File: src/rtl/attack_sequencer_if.sv
// rtl/attack_sequencer_if.sv - fighter attack sequencer control/status bundle
interface attack_sequencer_if;
    logic       frame_tick;
    logic       enable;
    logic       btn_light;
    logic       btn_medium;
    logic       btn_heavy;
    logic [1:0] attack_state;
    logic [1:0] pose;
    logic       busy;
    logic [7:0] strike_count;

    modport master (
        output frame_tick, enable, btn_light, btn_medium, btn_heavy,
        input  attack_state, pose, busy, strike_count
    );

    modport slave (
        input  frame_tick, enable, btn_light, btn_medium, btn_heavy,
        output attack_state, pose, busy, strike_count
    );
endinterface

File: src/rtl/attack_sequencer.sv
// rtl/attack_sequencer.sv - per-fighter windup/strike/recover attack FSM
module attack_sequencer #(
    parameter int WINDUP_L  = 2,
    parameter int WINDUP_M  = 4,
    parameter int WINDUP_H  = 8,
    parameter int RECOVER_L = 4,
    parameter int RECOVER_M = 8,
    parameter int RECOVER_H = 16
) (
    input  logic               clk,
    input  logic               reset,
    attack_sequencer_if.slave  bus
);
    // Encoding doubles as the sprite pose code.
    typedef enum logic [1:0] {
        S_IDLE    = 2'b00,
        S_WINDUP  = 2'b01,
        S_STRIKE  = 2'b10,
        S_RECOVER = 2'b11
    } state_t;

    state_t     r_state, w_state_nxt;
    logic [5:0] r_cnt, w_cnt_nxt;
    logic [1:0] r_type, w_type_nxt;
    logic       r_buf_valid, w_buf_valid_nxt;
    logic [1:0] r_buf_type, w_buf_type_nxt;
    logic [1:0] r_attack, w_attack_nxt;
    logic [7:0] r_count, w_count_nxt;
    logic       r_prev_l, r_prev_m, r_prev_h;
    logic [1:0] w_press;

    function automatic logic [5:0] f_windup(input logic [1:0] t);
        case (t)
            2'b11:   return 6'(WINDUP_H);
            2'b10:   return 6'(WINDUP_M);
            default: return 6'(WINDUP_L);
        endcase
    endfunction

    function automatic logic [5:0] f_recover(input logic [1:0] t);
        case (t)
            2'b11:   return 6'(RECOVER_H);
            2'b10:   return 6'(RECOVER_M);
            default: return 6'(RECOVER_L);
        endcase
    endfunction

    // Rising-edge detect with heavy > medium > light priority; 00 means no press.
    always_comb begin
        w_press = 2'b00;
        if (bus.btn_heavy && !r_prev_h)
            w_press = 2'b11;
        else if (bus.btn_medium && !r_prev_m)
            w_press = 2'b10;
        else if (bus.btn_light && !r_prev_l)
            w_press = 2'b01;
    end

    // Next-state, countdown, pending buffer and strike outputs.
    always_comb begin
        w_state_nxt     = r_state;
        w_cnt_nxt       = r_cnt;
        w_type_nxt      = r_type;
        w_buf_valid_nxt = r_buf_valid;
        w_buf_type_nxt  = r_buf_type;
        w_attack_nxt    = 2'b00;
        w_count_nxt     = r_count;

        if (!bus.enable) begin
            w_state_nxt     = S_IDLE;
            w_buf_valid_nxt = 1'b0;
        end else begin
            // Presses while an attack is in flight queue up; the newest one wins.
            if (r_state != S_IDLE && w_press != 2'b00) begin
                w_buf_valid_nxt = 1'b1;
                w_buf_type_nxt  = w_press;
            end

            case (r_state)
                S_IDLE: begin
                    if (w_press != 2'b00) begin
                        w_type_nxt      = w_press;
                        w_cnt_nxt       = f_windup(w_press);
                        w_state_nxt     = S_WINDUP;
                        w_buf_valid_nxt = 1'b0;
                    end else if (r_buf_valid) begin
                        w_type_nxt      = r_buf_type;
                        w_cnt_nxt       = f_windup(r_buf_type);
                        w_state_nxt     = S_WINDUP;
                        w_buf_valid_nxt = 1'b0;
                    end
                end
                S_WINDUP: begin
                    if (r_cnt == 6'd0) begin
                        // Strike code and count are registered together with the STRIKE state.
                        w_state_nxt  = S_STRIKE;
                        w_attack_nxt = r_type;
                        w_count_nxt  = (r_count == 8'hFF) ? r_count : r_count + 8'd1;
                    end else if (bus.frame_tick) begin
                        w_cnt_nxt = r_cnt - 6'd1;
                    end
                end
                S_STRIKE: begin
                    w_cnt_nxt   = f_recover(r_type);
                    w_state_nxt = S_RECOVER;
                end
                S_RECOVER: begin
                    if (r_cnt == 6'd0)
                        w_state_nxt = S_IDLE;
                    else if (bus.frame_tick)
                        w_cnt_nxt = r_cnt - 6'd1;
                end
                default: w_state_nxt = S_IDLE;
            endcase
        end
    end

    // State and datapath registers; button history tracks levels even in reset.
    always_ff @(posedge clk) begin
        r_prev_l <= bus.btn_light;
        r_prev_m <= bus.btn_medium;
        r_prev_h <= bus.btn_heavy;
        if (!reset) begin
            r_state     <= S_IDLE;
            r_cnt       <= 6'd0;
            r_type      <= 2'b00;
            r_buf_valid <= 1'b0;
            r_buf_type  <= 2'b00;
            r_attack    <= 2'b00;
            r_count     <= 8'd0;
        end else begin
            r_state     <= w_state_nxt;
            r_cnt       <= w_cnt_nxt;
            r_type      <= w_type_nxt;
            r_buf_valid <= w_buf_valid_nxt;
            r_buf_type  <= w_buf_type_nxt;
            r_attack    <= w_attack_nxt;
            r_count     <= w_count_nxt;
        end
    end

    assign bus.attack_state = r_attack;
    assign bus.pose         = r_state;
    assign bus.busy         = (r_state != S_IDLE);
    assign bus.strike_count = r_count;
endmodule
File: src/flat_wrapper.sv
// flat-port wrapper written by rule: the top's interface ports become plain ports
module attack_sequencer_flat 
#(
    parameter int WINDUP_L  = 2,
    parameter int WINDUP_M  = 4,
    parameter int WINDUP_H  = 8,
    parameter int RECOVER_L = 4,
    parameter int RECOVER_M = 8,
    parameter int RECOVER_H = 16
)
  (clk, reset, bus_frame_tick, bus_enable, bus_btn_light, bus_btn_medium, bus_btn_heavy, bus_attack_state, bus_pose, bus_busy, bus_strike_count);
  attack_sequencer_if bus_i ();
  input  logic clk;
  input  logic reset;
  input wire logic [$bits(bus_i.frame_tick)-1:0] bus_frame_tick;
  input wire logic [$bits(bus_i.enable)-1:0] bus_enable;
  input wire logic [$bits(bus_i.btn_light)-1:0] bus_btn_light;
  input wire logic [$bits(bus_i.btn_medium)-1:0] bus_btn_medium;
  input wire logic [$bits(bus_i.btn_heavy)-1:0] bus_btn_heavy;
  output wire logic [$bits(bus_i.attack_state)-1:0] bus_attack_state;
  output wire logic [$bits(bus_i.pose)-1:0] bus_pose;
  output wire logic [$bits(bus_i.busy)-1:0] bus_busy;
  output wire logic [$bits(bus_i.strike_count)-1:0] bus_strike_count;
  assign bus_i.frame_tick = bus_frame_tick;
  assign bus_i.enable = bus_enable;
  assign bus_i.btn_light = bus_btn_light;
  assign bus_i.btn_medium = bus_btn_medium;
  assign bus_i.btn_heavy = bus_btn_heavy;
  assign bus_attack_state = bus_i.attack_state;
  assign bus_pose = bus_i.pose;
  assign bus_busy = bus_i.busy;
  assign bus_strike_count = bus_i.strike_count;
  attack_sequencer #(.WINDUP_L(WINDUP_L), .WINDUP_M(WINDUP_M), .WINDUP_H(WINDUP_H), .RECOVER_L(RECOVER_L), .RECOVER_M(RECOVER_M), .RECOVER_H(RECOVER_H)) u_core (.clk(clk), .reset(reset), .bus(bus_i));
endmodule
File: config.mk
export PLATFORM = sky130hd
export DESIGN_NAME = attack_sequencer_flat
export DESIGN_NICKNAME = d
export VERILOG_FILES = /design/src/rtl/attack_sequencer_if.sv /design/src/rtl/attack_sequencer.sv /design/src/flat_wrapper.sv
export SDC_FILE = /design/constraint.sdc
export NUM_CORES = 1
export LEC_CHECK = 0
export ABC_AREA = 1
export CAP_MARGIN = 25
export CORE_ASPECT_RATIO = 0.7
export CORE_MARGIN = 3
export CORE_UTILIZATION = 40
export CTS_CLUSTER_DIAMETER = 150
export DETAILED_ROUTE_END_ITERATION = 12
export DONT_BUFFER_PORTS = 1
export PLACE_DENSITY_LB_ADDON = 0.2
export SLEW_MARGIN = 20
export SYNTH_ARGS = -nofsm -noshare
export SYNTH_HDL_FRONTEND = slang
export SYNTH_SLANG_ARGS = --single-unit
export TNS_END_PERCENT = 100
File: constraint.sdc
create_clock -name clk -period 1.64 [get_ports clk]
set_input_delay 0.41 -clock clk [delete_from_list [all_inputs] [get_ports clk]]
set_output_delay 0.41 -clock clk [all_outputs]
set_load 0.01 [all_outputs]
Yosys cells after proc, flatten, opt, wreduce, memory -nomap -nowiden

Cells that the tools add are included.

Add/subtract/negate cells: 2
Mux-type cells: 22
Reductions and logical operators: 20
Eq/ne operators: 15
$mul: 0
Div/mod/pow operators: 0
Bitwise operators: 1
Shift-type cells: 0
Magnitude comparators: 0

Operators by type and width:

| operator                                                               | number |
|---|---|
| 6-bit two-way mux                                                      | 4 |
| 6-bit one-hot mux with 3 select lines                                  | 1 |
| 2-bit equality test (second input constant)                            | 8 |
| 2-bit two-way mux                                                      | 8 |
| 4-bit one-hot mux with 2 select lines                                  | 2 |
| 4-bit AND reduction                                                    | 3 |
| 5-bit one-hot mux with 2 select lines                                  | 1 |
| 8-bit by 1-bit adder with 8-bit output (second input constant)         | 1 |
| 8-bit equality test (second input constant)                            | 1 |
| 2-bit one-hot mux with 4 select lines                                  | 1 |
| 6-bit logical NOT                                                      | 1 |
| 2-bit by 1-bit != test with 1-bit output (second input constant)       | 3 |
| 3-bit AND reduction                                                    | 2 |
| 2-bit nonzero test                                                     | 3 |
| 6-bit by 1-bit subtractor with 6-bit output (second input constant)    | 1 |
| 1-bit two-way mux                                                      | 5 |
| 1-bit logical AND                                                      | 4 |
| 2-bit AND reduction                                                    | 2 |
| 1-bit logical NOT                                                      | 3 |
| 3-bit by 1-bit != test with 1-bit output (second input constant)       | 1 |
| 2-bit by 1-bit equality test with 1-bit output (second input constant) | 1 |
| 2-bit logical NOT                                                      | 1 |
| 2-bit != test (second input constant)                                  | 1 |
| 2-bit OR reduction                                                     | 1 |
| 1-bit inverter                                                         | 1 |

Output and inout port bits: 13
Memories: 0
Latch bits: 0
Memory bits (read-only): 0
Bits of input ports: 7
Memory bits (writable): 0
Word-level logic and storage cells: 70
Bits in registers: 26

Logic depth before layout (Yosys ltp)

Gate-level depths: netlist of run 1.

Depth in word-level cells: 11
Depth in mapped cells: 10
Mapped depth without buffers: 10

Least setup slack after synthesis of run 1

No wires, ideal clock.

Path kind: register to register
Start point: register u_core.r_state[1] (netlist: u_core.bus.pose[1])
End point: register u_core.r_cnt[4]
Required time: 1.527 ns
Library setup time: 0.113 ns
Period minus slack after synthesis: 1.427 ns
Setup slack: 0.213 ns
Stages on the path, launching flop included: 10
Arrival: 1.314 ns
Path buffers: 1
Cells stage by stage: dfxtp_1 > inv_1 > ha_1 > nor2_1 > inv_1 > nand2_1 > nand3_2 > buf_6 > o21ai_1 > nor2_1

Cells in the longest elaborated chain, start to end: 4
Elaborated cells between the ends (all ways): 10
Those cells by class: eq/ne: 6; mux: 1; reduce/logical: 3

Ends and longest elaborated chain:

| item                                                                                              | line                    | text |
|---|---|---|
| from (decl)                                                                                       | attack_sequencer.sv:22  | `state_t r_state, w_state_nxt;` |
| from (signal assigned)                                                                            | attack_sequencer.sv:132 | `r_state <= w_state_nxt;` |
| 2-bit by 1-bit equality test with 1-bit output / 2-bit equality test (equally long branches)      | attack_sequencer.sv:79  | `case (r_state)` |
| 2-bit OR reduction (no source line)                                                               | -                       |  |
| 2-bit != test (no source line) / 2-bit by 1-bit != test with 1-bit output (equally long branches) | -                       |  |
| 4-bit AND reduction (no source line)                                                              | -                       |  |
| to (signal assigned)                                                                              | attack_sequencer.sv:133 | `r_cnt <= w_cnt_nxt;` |
| to (decl)                                                                                         | attack_sequencer.sv:23  | `logic [5:0] r_cnt, w_cnt_nxt;` |

Several ways; a longest one is shown, not always the timed one.
A chain may end at the register's enable or synchronous reset.

Final worst setup path of run 1

Start point: register u_core.r_state[0] (netlist: u_core.bus.pose[0])
End point: output bus_busy

Cells in the longest elaborated chain, start to end: 1

Ends and longest elaborated chain:

| item               | line                    | text |
|---|---|---|
| 2-bit nonzero test | attack_sequencer.sv:144 | `assign bus.busy = (r_state != S_IDLE);` |
| to (decl)          | flat_wrapper.sv:22      | `output wire logic [$bits(bus_i.busy)-1:0] bus_busy;` |

No other way between the ends.

==> run summary, run 1 <==
Reg area: 523 sq um
RSZ-0062 raised after global routing: yes
share of cells above drive strength 1: 11.9%
Final Wtd Congestion: 0.821
Via density: 4.91
Final Critical Period: 1.57 ns
peak supply drop: 0.449 mV
Worst Tran Pin Value: 0.314 ns
CTS tree: done
Inst Count DP: 254
post-layout net count: 226
#FFs+latches synth: 26
crit-path max FO: 8
number of diodes: 0
cts hold-fix bufs: 0
setup TNS: 0 ns
status: complete, no violations
clock insertion delay at the later pin of the skew report: 0.27 ns
grt total ovfl: 0
number of flops mapped to enable cells by yosys: 0
initial antenna violation count: 0
final hold viol count: 0
die area: 4310 sq um
post-route ant nets: 0
number of DRC markers in iteration 0: 86
filler cell count: 349
WL/cell: 12.1 um
area delta synth->final: 9.79%
Mapped Area: 1420 sq um
crit end category: primary output
largest net degree at the start of global routing: 14
Core Region: 3280 sq um
asr flop ratio synth: 0%
final setup vio count: 0
clk slew on worst S/H paths: 0.09 ns
clk sink count: 26
Initial Util: 43.3%
Layout Skew: 0.00315 ns
startpoint type of the worst setup path: flip-flop
vias in the first global route: 1197
Yosys warning total: 0
input/output buffers: 0
Worst EP arrival: 1.16 ns
critical path class: reg -> out
die height: 55.8 um
max frequency: 638 MHz
Row Count: 17
CTS buffer count: 3
wirelength, routed: 3110 um
Max-cap violations: 0
HPWL after detailed placement: 2440 um
first-pass GRT wire length: 5550 um
worst slew margin relative to its limit: 78.9%
Hold Crit Class: in -> reg
Post-Synthesis Cells: 204
Syn Nets: 218
GRT Total Usage: 15.7%
fin cells: 257
drc violations: 0
DRT Pass-1 Iters: 4
Pleak: 0.724 nW
clk buf depth: 2
CTS H-tree depth: 1
power consumption: 1.43 mW
synth unique cells: 27
syn_area_per_cell: 6.96 sq um
pwr/cell area: 917 nW/um^2
post-synthesis sequential area ratio: 36.7%
CTS root buf: clkbuf_8
fin. max-slew vios: 0
# IOs: 20
Period Utilization, post-route: 95.6%
via count: 1261
die width: 77.2 um
top_reg_cell synth: dfxtp_1
worst path required time: 1.23 ns
Multi-input gate area: 781 sq um
[path summary, 6_finish.rpt]
check | from | endpoint | slack [ns] | cells past startpoint
worst max register to register | u_core.r_cnt[0]$_SDFFE_PN0P_ | u_core.r_cnt[3]$_SDFFE_PN0P_ | 0.16 | 8
worst min-delay path | bus_btn_medium | u_core.r_prev_m$_DFF_P_ | 0.16 | 0
worst max-delay path | u_core.bus.pose[0]$_SDFFE_PN0P_ | bus_busy | 0.07 | 3
worst min register to register | u_core.r_type[0]$_SDFFE_PN0P_ | u_core.bus.attack_state[0]$_SDFF_PN0_ | 0.49 | 2
[where the power goes]
group	switching, mW	total, mW	internal [mW]	leakage [nW]
logic	0.237	0.364	0.127	0.489
clock network	0.192	0.356	0.165	0.0216
registers	0.0337	0.708	0.674	0.213
total	0.463	1.43	0.965	0.724
[repair_timing]
item,in CTS,in global routing
gates resized for setup,3,3
setup endpoints to repair,1,10
setup buffers,0,0
[metrics by stage]
stage	hold slack, ns	instance area (sq um)	setup slack (ns)	utilization [%]
2_1_floorplan	0.438	1420	0.213	-
3_3_place_gp	0.438	1500	0.0740	45.8
3_5_place_dp	0.438	1500	0.0566	45.8
4_1_cts	0.155	1540	0.0494	47.1
5_1_grt	0.144	1560	-0.0000473	47.6
6_report	0.161	1560	0.0719	47.6
[cell families after synthesis]
group | after synthesis | synth area share, %
adders and majority gates | 7 | 6.17
and+or+nand+nor | 100 | 31.7
AOI/OAI and AO/OA | 32 | 11.7
xor gates and xnor gates | 7 | 4.32
DFF | 26 | 36.7
buffers and inverters | 32 | 9.35
[cell type report]
cell class | instances | area share, %
flip-flops and latches | 26 | 33.6
well taps | 47 | 3.78
repair buffers | 6 | 2.89
multi-input cells | 146 | 50.1
clock buffers | 3 | 2.65
inverters | 29 | 6.99
[placed cells by master, fill, tap and decap left out, types with 3 or more instances in the layout]
cell type,n
dfxtp_1,24
nor2_1,28
a21oi_1,18
nand4_1,4
buf_4,6
nand3_1,6
nand3_2,3
clkbuf_8,3
inv_1,26
nand2_1,48
ha_1,6
xor2_1,5
o21ai_0,8
[state kept, by name, indices dropped and copies added, names as in the netlist]
signal and cells:
u_core.bus.strike_count 8, u_core.r_cnt 6, u_core.bus.attack_state 2, u_core.bus.pose 2, u_core.r_buf_type 2, u_core.r_type 2
u_core.r_buf_valid 1, u_core.r_prev_h 1, u_core.r_prev_l 1, u_core.r_prev_m 1
[synth_stat cells, types with 3 or more instances]
| master | count | area, sq um |
|---|---|---|
| nand2_1 | 48 | 180 |
| o21ai_0 | 8 | 40.0 |
| inv_1 | 27 | 101 |
| a21oi_1 | 18 | 90.1 |
| nand3_1 | 6 | 30.0 |
| nand3_2 | 4 | 40.0 |
| nor2_1 | 28 | 105 |
| nand4_1 | 4 | 25.0 |
| nor2_2 | 3 | 18.8 |
| dfxtp_1 | 26 | 521 |
| xor2_1 | 5 | 43.8 |
| ha_1 | 7 | 87.6 |
[metal layers]
metal  up-vias  share of wire [%]  GRT usage [%]
met5         -                  0              0
met4         0               0.61           3.05
met3         2                6.4           4.69
met2        39                 42           23.6
met1       564                 51           22.3
li1        656                  -              -
[critical path: stages, from the launching register on]
cell and delay, ns:
dfxtp_2 0.38, inv_1 0.09, ha_2 0.25, inv_2 0.17
Note: power is estimated with default switching activity, not from simulation.
==> inputs of run 2 (changes only) <==
--- a/config.mk
+++ b/config.mk
@@ -9,8 +9,8 @@
 export CAP_MARGIN = 25
 export CORE_ASPECT_RATIO = 0.7
 export CORE_MARGIN = 3
-export CORE_UTILIZATION = 40
-export CTS_CLUSTER_DIAMETER = 150
+export CORE_UTILIZATION = 53
+export CTS_CLUSTER_DIAMETER = 200
 export DETAILED_ROUTE_END_ITERATION = 12
 export DONT_BUFFER_PORTS = 1
 export PLACE_DENSITY_LB_ADDON = 0.2
==> run 2 against run 1 <==
Final cell count fell by 3.9%. Non-clock buffer count is 2 higher. Die area is 22% lower. Global-route usage is 5.4 points higher. Setup slack better by 0.026 ns. Utilization grew 15 points. Register-to-register slack got worse by 0.06 ns. First-iteration DRC count is 20% higher. Hold slack got worse by 0.0068 ns. Sequential cell count unchanged.
==> run summary, run 2 (synthesis gave the netlist of run 1 again) <==
input/output buffers: 0
internal power: 1.02 mW
# IOs: 20
Core Region: 2500 sq um
Row Count: 15
first-pass GRT wire length: 5430 um
DRT Pass-1 Iters: 5
Clk network pwr share: 27.5%
HPWL after detailed placement: 2300 um
fin util: 62.9%
final setup vio count: 0
Hold Path Origin: bus_btn_medium
die height: 49.3 um
Via density: 5.23
hold-critical path endpoint: u_core.r_prev_m$_DFF_P_
critical path class: reg -> reg
worst r2r dst: u_core.r_cnt[0]$_SDFFE_PN0P_
clk slew on worst S/H paths: 0.09 ns
Worst EP arrival: 1.71 ns
commonest non-fill, non-tap cell in the layout: nand2_1
status: complete, no violations
Sw Ratio: 31.6%
Inst Count DP: 243
cts hold-fix bufs: 0
number of DRC markers in iteration 0: 103
area delta synth->final: 10.6%
via count: 1291
Period Utilization, post-route: 94.1%
Worst Tran Pin Value: 0.353 ns
Pleak: 0.739 nW
launch point of the worst reg-to-reg path: u_core.bus.pose[1]$_SDFFE_PN0P_
Hold Crit Class: in -> reg
GRT Total Usage: 21.2%
post-layout net count: 228
largest net degree at the start of global routing: 15
fin cells: 247
max reg flops: 8
setup TNS: 0 ns
CTS root buf: clkbuf_8
grt total ovfl: 0
Initial Util: 56.8%
CTS buffer count: 3
worst slew margin relative to its limit: 76.2%
peak supply drop: 0.778 mV
CTS tree: done
clk buf depth: 2
Final Critical Period: 1.54 ns
crit end category: flip-flop
Flop pwr share: 47.3%
Layout Skew: 0.00717 ns
post-route ant nets: 0
WL/cell: 12.8 um
FF-to-FF setup slack: 0.1 ns
die width: 67.8 um
vias in the first global route: 1201
number of diodes: 0
worst reg2reg path depth: 8
share of cells above drive strength 1: 12.7%
final hold viol count: 0
WHS Path Cells: 0
P_sw: 0.471 mW
Max-cap violations: 0
combinational group share of total power: 25.1%
fin. max-slew vios: 0
clk sink count: 26
max frequency: 648 MHz
Final Wtd Congestion: 0.912
die area: 3340 sq um
startpoint type of the worst setup path: flip-flop
drc violations: 0
power consumption: 1.49 mW
pwr/cell area: 951 nW/um^2
initial antenna violation count: 0
CTS H-tree depth: 1
crit-path max FO: 11
worst path required time: 1.81 ns
hold_ws: 0.154 ns
clock insertion delay at the later pin of the skew report: 0.27 ns
wirelength, routed: 3170 um
leading cell types in the layout, fill and taps excluded: nand2_1, nor2_1, inv_1
run 2: per-stage QoR:
stage	setup WS, ns	area (sq um)
floorplan	0.213	1420
global placement	0.133	1500
detailed placement	0.0625	1500
CTS	0.0282	1550
global route	-0.0144	1570
finish	0.0974	1570
run 2: per-layer routing:
metal / routed length [um] / vias up / track usage, %
met5: 0 / - / 0
met4: 7 / 0 / 3.96
met3: 156 / 2 / 5.99
met2: 1440 / 32 / 31.7
met1: 1560 / 595 / 30.4
li1: - / 662 / -
run 2: worst max-delay path by stage:
stage | start | endpoint | slack (ns)
3_3_place_gp | u_core.bus.pose[1]$_SDFFE_PN0P_ | u_core.r_cnt[0]$_SDFFE_PN0P_ | 0.13
4_1_cts | u_core.bus.pose[0]$_SDFFE_PN0P_ | bus_busy | 0.03
6_report | u_core.bus.pose[1]$_SDFFE_PN0P_ | u_core.r_cnt[0]$_SDFFE_PN0P_ | 0.1
2_1_floorplan | u_core.bus.pose[1]$_SDFFE_PN0P_ | u_core.r_cnt[4]$_SDFFE_PN0P_ | 0.21
5_1_grt | u_core.bus.pose[1]$_SDFFE_PN0P_ | u_core.r_cnt[5]$_SDFFE_PN0P_ | -0.01
3_5_place_dp | u_core.bus.pose[1]$_SDFFE_PN0P_ | u_core.r_cnt[4]$_SDFFE_PN0P_ | 0.06
run 2: worst max-delay path, stage by stage, from the launching register on:
cell and delay (ns):
dfxtp_1 0.33, buf_4 0.16, ha_1 0.18, nor2_1 0.14, inv_1 0.10, nand2_1 0.15
nand3_4 0.17, a21oi_1 0.17, nor2_1 0.05
run 2: timing repair:
action	4_1_cts	5_1_grt
endpoints found under the setup margin	1	12
resized for setup	2	3
endpoints found under the hold margin	0	0
gates cloned	0	0
buffers inserted	0	0
run 2: cell type report:
type / count / area, sq um
sequential: 26 / 522
multi-input combinational: 146 / 781
clock buffer: 4 / 55.1
tap: 34 / 42.5
timing repair buffer: 8 / 60.1
inverter: 29 / 109
fill: 223 / 927
run 2: power groups by stage:
| stage | combinational (mW) | clock (mW) | sequential, mW |
|---|---|---|---|
| detailed placement | 0.350 | 0 | 0.718 |
| CTS | 0.361 | 0.423 | 0.705 |
| finish | 0.375 | 0.411 | 0.706 |
| global placement | 0.342 | 0 | 0.716 |
| global route | 0.427 | 0.453 | 0.712 |
| floorplan | 0.275 | 0 | 0.718 |
